[src/rtl/dm_scan_reader_pkg.sv]
// Shared definitions for the DM scan reader.
// Holds the FSM state encodings, the address/data widths, the per-word address step
// and a helper that word-aligns a byte address.
package dm_scan_reader_pkg;

    localparam int ADDR_W = 32;
    localparam int DATA_W = 32;

    // DM is byte addressed and read one 32-bit word at a time
    localparam logic [ADDR_W-1:0] WORD_STEP = 32'd4;

    // FSM encodings, kept as plain constants so older tools and waveform scripts can decode them
    localparam logic [1:0] ST_IDLE  = 2'd0;
    localparam logic [1:0] ST_READ  = 2'd1;
    localparam logic [1:0] ST_DRAIN = 2'd2;
    localparam logic [1:0] ST_DONE  = 2'd3;

    // Drop the byte offset so every access is word aligned
    function automatic logic [ADDR_W-1:0] word_align(input logic [ADDR_W-1:0] addr);
        return {addr[ADDR_W-1:2], 2'b00};
    endfunction

endpackage

[src/rtl/dm_out_slot.sv]
// Single-entry valid/ready holding register for one read word and its index.
// Ports:
//   clk, reset          clock, asynchronous active-high reset
//   load                capture in_data/in_index this cycle (only when can_load)
//   in_data, in_index   word and index to capture
//   out_ready           downstream accepts when out_valid && out_ready
//   can_load            slot is empty or is being emptied this cycle
//   out_valid, out_data, out_index   registered output; held stable while stalled
module dm_out_slot
    import dm_scan_reader_pkg::*;
#(
    parameter int IDX_W = 16
) (
    input  logic              clk,
    input  logic              reset,
    input  logic              load,
    input  logic [DATA_W-1:0] in_data,
    input  logic [IDX_W-1:0]  in_index,
    input  logic              out_ready,
    output logic              can_load,
    output logic              out_valid,
    output logic [DATA_W-1:0] out_data,
    output logic [IDX_W-1:0]  out_index
);

    logic              valid_q, valid_d;
    logic [DATA_W-1:0] data_q,  data_d;
    logic [IDX_W-1:0]  index_q, index_d;

    // A new word may replace the current one only if the current one is gone or leaving now
    assign can_load = !valid_q || out_ready;

    always_comb begin
        // NOTE: every always_comb output gets a default first so no path leaves it unassigned (no latch).
        valid_d = valid_q;
        data_d  = data_q;
        index_d = index_q;
        if (load) begin
            valid_d = 1'b1;
            data_d  = in_data;
            index_d = in_index;
        end else if (valid_q && out_ready) begin
            valid_d = 1'b0;
        end
    end

    always_ff @(posedge clk or posedge reset) begin
        // NOTE: state registers use non-blocking assignments so all flops update together at the edge.
        if (reset) begin
            valid_q <= 1'b0;
            data_q  <= '0;
            index_q <= '0;
        end else begin
            valid_q <= valid_d;
            data_q  <= data_d;
            index_q <= index_d;
        end
    end

    assign out_valid = valid_q;
    assign out_data  = data_q;
    assign out_index = index_q;

endmodule

[src/rtl/dm_scan_reader.sv]
// DM scan reader: walks a word-aligned DM region, reads each word combinationally from DM,
// and streams it out on a valid/ready port with its index. Optionally compares each word
// against an incrementing pattern and reports the mismatch count and first failing address.
// Ports:
//   clk, reset                  clock, asynchronous active-high reset
//   start, base_addr, word_count, check_en, check_init   scan request (sampled in IDLE)
//   dm_addr, dm_we, dm_rdata    DM read interface (dm_we is always 0)
//   out_valid, out_ready, out_data, out_index            word stream
//   busy, done                  scan in progress / one-cycle completion pulse
//   err_count, first_err_addr   pattern-check results of the current/last scan
module dm_scan_reader
    import dm_scan_reader_pkg::*;
#(
    parameter int CNT_W = 16
) (
    input  logic              clk,
    input  logic              reset,
    input  logic              start,
    input  logic [ADDR_W-1:0] base_addr,
    input  logic [CNT_W-1:0]  word_count,
    input  logic              check_en,
    input  logic [DATA_W-1:0] check_init,
    output logic [ADDR_W-1:0] dm_addr,
    output logic              dm_we,
    input  logic [DATA_W-1:0] dm_rdata,
    output logic              out_valid,
    input  logic              out_ready,
    output logic [DATA_W-1:0] out_data,
    output logic [CNT_W-1:0]  out_index,
    output logic              busy,
    output logic              done,
    output logic [CNT_W-1:0]  err_count,
    output logic [ADDR_W-1:0] first_err_addr
);

    logic [1:0]        state_q,      state_d;
    logic [ADDR_W-1:0] cur_addr_q,   cur_addr_d;
    logic [CNT_W-1:0]  idx_q,        idx_d;
    logic [CNT_W-1:0]  count_q,      count_d;
    logic              check_en_q,   check_en_d;
    logic [DATA_W-1:0] check_init_q, check_init_d;
    logic [CNT_W-1:0]  err_count_q,  err_count_d;
    logic [ADDR_W-1:0] first_err_q,  first_err_d;

    logic capture;
    logic can_load;

    always_comb begin
        state_d      = state_q;
        cur_addr_d   = cur_addr_q;
        idx_d        = idx_q;
        count_d      = count_q;
        check_en_d   = check_en_q;
        check_init_d = check_init_q;
        err_count_d  = err_count_q;
        first_err_d  = first_err_q;
        capture      = 1'b0;

        case (state_q)
            ST_IDLE: begin
                if (start) begin
                    cur_addr_d   = word_align(base_addr);
                    count_d      = word_count;
                    check_en_d   = check_en;
                    check_init_d = check_init;
                    err_count_d  = '0;
                    first_err_d  = '0;
                    idx_d        = '0;
                    // An empty scan completes without touching DM
                    state_d      = (word_count == '0) ? ST_DONE : ST_READ;
                end
            end

            ST_READ: begin
                if (can_load) begin
                    capture    = 1'b1;
                    cur_addr_d = cur_addr_q + WORD_STEP;
                    idx_d      = idx_q + CNT_W'(1);
                    if (check_en_q && (dm_rdata != check_init_q + DATA_W'(idx_q))) begin
                        if (err_count_q != '1) begin
                            err_count_d = err_count_q + CNT_W'(1);
                        end
                        // err_count never returns to zero within a scan, so zero marks "no mismatch yet"
                        if (err_count_q == '0) begin
                            first_err_d = cur_addr_q;
                        end
                    end
                    if (idx_q == count_q - CNT_W'(1)) begin
                        state_d = ST_DRAIN;
                    end
                end
            end

            // Last word is in the output slot; wait for it to be taken
            ST_DRAIN: begin
                if (out_valid && out_ready) begin
                    state_d = ST_DONE;
                end
            end

            ST_DONE: state_d = ST_IDLE;

            default: state_d = ST_IDLE;
        endcase
    end

    always_ff @(posedge clk or posedge reset) begin
        if (reset) begin
            state_q      <= ST_IDLE;
            cur_addr_q   <= '0;
            idx_q        <= '0;
            count_q      <= '0;
            check_en_q   <= 1'b0;
            check_init_q <= '0;
            err_count_q  <= '0;
            first_err_q  <= '0;
        end else begin
            state_q      <= state_d;
            cur_addr_q   <= cur_addr_d;
            idx_q        <= idx_d;
            count_q      <= count_d;
            check_en_q   <= check_en_d;
            check_init_q <= check_init_d;
            err_count_q  <= err_count_d;
            first_err_q  <= first_err_d;
        end
    end

    dm_out_slot #(
        .IDX_W (CNT_W)
    ) u_out_slot (
        .clk       (clk),
        .reset     (reset),
        .load      (capture),
        .in_data   (dm_rdata),
        .in_index  (idx_q),
        .out_ready (out_ready),
        .can_load  (can_load),
        .out_valid (out_valid),
        .out_data  (out_data),
        .out_index (out_index)
    );

    // DM sees an address only while words are being fetched
    assign dm_addr        = (state_q == ST_READ) ? cur_addr_q : '0;
    assign dm_we          = 1'b0;
    assign busy           = (state_q == ST_READ) || (state_q == ST_DRAIN);
    assign done           = (state_q == ST_DONE);
    assign err_count      = err_count_q;
    assign first_err_addr = first_err_q;

endmodule
[config.mk]
export PLATFORM = sky130hd
export DESIGN_NAME = dm_scan_reader
export DESIGN_NICKNAME = d
export VERILOG_FILES = /design/src/rtl/dm_scan_reader_pkg.sv /design/src/rtl/dm_out_slot.sv /design/src/rtl/dm_scan_reader.sv
export SDC_FILE = /design/constraint.sdc
export NUM_CORES = 1
export LEC_CHECK = 0
export ABC_AREA = 0
export CORE_UTILIZATION = 30
export DETAILED_ROUTE_END_ITERATION = 10
export PLACE_DENSITY = 0.55
export SETUP_SLACK_MARGIN = 0.4
export SYNTH_ARGS = -nofsm -noshare
export SYNTH_HDL_FRONTEND = slang
export SYNTH_HIERARCHICAL = 1
export SYNTH_SLANG_ARGS = --single-unit
export TNS_END_PERCENT = 20
[constraint.sdc]
create_clock -name clk -period 5 [get_ports clk]
set_clock_uncertainty 0.2 [all_clocks]
set_input_delay 0.75 -clock clk [delete_from_list [all_inputs] [get_ports clk]]
set_output_delay 0.75 -clock clk [all_outputs]
set_load 0.05 [all_outputs]
==> metrics.md <==
| Metric | Value |
|---|---|
| Outcome | finished, violations left |
| Violated checks | DRC |
| Post-synth top cells | dfrtp_1 (192), a21oi_1 (91), mux2_2 (89), nand2_1 (72), o21ai_0 (53) |
| Combinational share of power | about 56% |
| Max incr delay on CP | 0.55 ns |
| Area Overhead vs Synth | 31.9% |
| Unrepaired setup endpoints after global routing | false |
| Final hold vios | 0 |
| NetSw | 4620 µW |
| Clock share of power | approximately 15% |
| Max clock buf depth | 2 |
| Core Area | 35,700 µm² |
| PnR worst setup slack | roughly 0.73 ns |
| Setup WS pre-CTS | roughly 0.75 ns |
| Cts-stage hold buffer count | 0 |
| Met1 wire length | around 15,000 µm |
| Async set-reset flop share out of synthesis | 100% |
| Worst Setup End Kind | register |
| Vias | between 9,000 and 10,000 |
| Int Power | slightly below 5000 µW |
| Register area share after synthesis | between 40% and 50% |
| Final ANT Viol Nets | 0 |
| NumNets Final | about 1,400 |
| Layout cells sized above 1 | 13.0% |
| Die footprint | around 37,000 µm² |
| Setup tns final | 0 ns |
| First-pass detailed-route iteration total | 8 |
| WL met2 | around 15,000 µm |
| Top cells by area, synth | dfrtp_1 (44%), mux2_2 (9.2%), a21oi_1 (4.2%) |
| Post-CTS sizing | 0 |
| Maximum VDD drop | approximately 0.42 mV |
| Tightest Pin Transition | approximately 0.85 ns |
| Max-Cap Viols | 0 |
| Area leader, netlist | dfrtp_1 |
| Num Clock Sinks | ~190 |
| Final setup vio count | 0 |
| Cells after Synth | around 1,100 |
| Crit path max fanout | 30 |
| Slew HR | a little over two fifths |
| Total Wirelength | around 33,000 µm |
| H-tree depth | 4 |
| Iter 0 DRT Violations | 542 |
| Number of flops mapped to enable cells by yosys | 0 |
| Synth unique cells | 75 |
| CTS Buf Count | 17 |
| Reg clk slew, reported paths | ~0.070 ns |
| Startpoint types | register |
| Ant. Diodes | 0 |
| WS Path Type | register to register |
| Port buffer count | 241 |
| Post-synth top area share | about 44% |
| Dominant synthesized flop cell | dfrtp_1 |
| # Post-CTS Setup Buffers | 0 |
| Arrival @ worst endpoint | roughly 4.4 ns |
| Pwr Density | between 600 and 700 nW/µm² |
| First-pass GRT wire length | ~52,000 µm |
| Initial antenna violation count | 0 |
| Crit path cell chain | fa_1, a21o_1, a221oi_4, o41ai_4, o211ai_2, xnor2_1, or4_4, nor4b_4, and2_2, nor3_4, buf_4, a22o_1 |
| Initial core utilization | 30.6% |
| Top Layer Used | met4 |
| Synthesized cell area | between 10,000 and 15,000 µm² |
| Slowest cell on crit path | or4_4 |
| Hold Crit Class | register to register |
| Horiz. Die Dim | roughly 190 µm |
| Period minus WS final | 4.27 ns |
| DR WL met3 | roughly 2700 µm |
| GR Overflow Total | 0 |
| GP Congestion | slightly below 1 |
| Floorplan row count | just under 70 |
| Die H | between 150 and 200 µm |
| Post-route clock period utilization | a little under nine tenths |
| Post-route DRC | 42 |
| HPWL after detailed placement | about 25,000 µm |
| Pin count of the biggest net entering global routing | around 90 |
| Most common cell in the netlist | dfrtp_1 |
| Tot GR Track Use | a little under a fifth |
| Vias in the first global route | about 9,000 |
| Slew Limit Fails | 0 |
| Skew-Pair Late Insertion Delay | 0.46 ns |
| Worst Path Required | ~5.1 ns |
| DR vias/cell | 5.16 |
| I/O Pins | approximately 250 |
| Syn avg cell area | 10.1 µm² |
| Fmax | 234 MHz |
| Wire length per cell | 18.7 µm |
| Root Driver | clkbuf_16 |
| Number of synthesized register bits | about 190 |
| Switching share of power | 48.2% |
| Reg power frac | about 29% |
| Yosys warnings | 6 |
| Leakage | 0.00586 µW |
| CTS tree | yes |
[layout make-up]
class                      instances  area [µm²]
clock inverter                    14         178
sequential                       192        4800
tap                              461         577
multi-input combinational        801        5740
clock buffer                      17         425
fill                            3524       21300
timing repair buffer             256        2550
inverter                          31         120
[logic make-up after synthesis]
family          count (synthesis)  share of synthesized area, %
compound gates                270                          16.2
xor+xnor                       70                          5.62
fa+ha+maj                      27                          3.16
buf+inv                        88                          3.85
flops                         192                          44.0
mux                           108                          11.3
other cells                     1                        0.0344
simple gates                  321                          15.8
[layer usage]
layer | track usage [%] | up-vias
met5 | 0 | -
met4 | 5.97 | 0
met3 | 5.75 | 34
met2 | 28.6 | 278
met1 | 23.8 | 4436
li1 | - | 4390
[critical path, delay by kind of cell, from the launching register on]
family / cells / cell delay [ns]
AOI/OAI and AO/OA: 5 / 1.31
and+or+nand+nor: 4 / 1.26
DFF: 1 / 0.52
adders and majority gates: 1 / 0.51
buffers and inverters: 1 / 0.26
xor gates and xnor gates: 1 / 0.09
[state kept, by name, indices dropped and copies added (netlist names)]
signal	count
idx_q	16
state_q	2
first_err_addr	30
cur_addr_q	30
count_q	16
err_count	16
check_init_q	32
check_en_q	1
u_out_slot/out_valid	1
u_out_slot/out_index	16
u_out_slot/out_data	32
[through the flow]
stage                     area [µm²]  power (µW)  hold slack, ns  cells  util [%]
final                          14400        9590           0.309   1772      40.4
after CTS                      14400        9680           0.313   1772      40.4
after detailed placement       13800        8210           0.291   1741      38.7
after floorplan                10900        6520           0.266   1081         -
after global placement         13800        8160           0.288   1741      38.7
after global routing           14400       10200           0.322   1772      40.4
[worst paths after layout]
| kind | startpoint | to | slack [ns] | depth (start not counted) |
|---|---|---|---|---|
| hold / removal | u_out_slot/out_index[9] | u_out_slot/out_index[9] | 0.31 | 1 |
| max in group asynchronous | reset | check_init_q[4] | 3.04 | 3 |
| hold reg to reg | u_out_slot/out_index[9] | u_out_slot/out_index[9] | 0.31 | 1 |
| setup reg to reg | idx_q[1] | first_err_addr[23] | 0.73 | 12 |
| min in group asynchronous | reset | u_out_slot/out_data[31] | 0.35 | 2 |
| setup / recovery | idx_q[1] | first_err_addr[23] | 0.73 | 12 |
[cells in the final DEF, fill, tap and decap left out, types with 17 or more instances in the layout]
| cell type | n |
|---|---|
| o21ai_0 | 53 |
| nand4_1 | 25 |
| xor2_1 | 31 |
| nand2_1 | 71 |
| inv_1 | 29 |
| a21oi_1 | 90 |
| dfrtp_1 | 192 |
| and2_1 | 28 |
| xnor2_1 | 39 |
| ha_1 | 25 |
| a22o_1 | 32 |
| nor2_1 | 48 |
| nor3_1 | 17 |
| nand3_1 | 41 |
| clkbuf_16 | 17 |
| clkdlybuf4s50_1 | 241 |
| mux2_2 | 89 |
[power groups by stage]
stage                     sequential [µW]  combinational [µW]  clock (µW)
after floorplan                      3430                3080           0
after global placement               2790                5370           0
after detailed placement             2800                5410           0
after CTS                            2780                5430        1470
after global routing                 2890                5820        1520
final                                2780                5390        1420
Power figures use the tool's default switching activity.
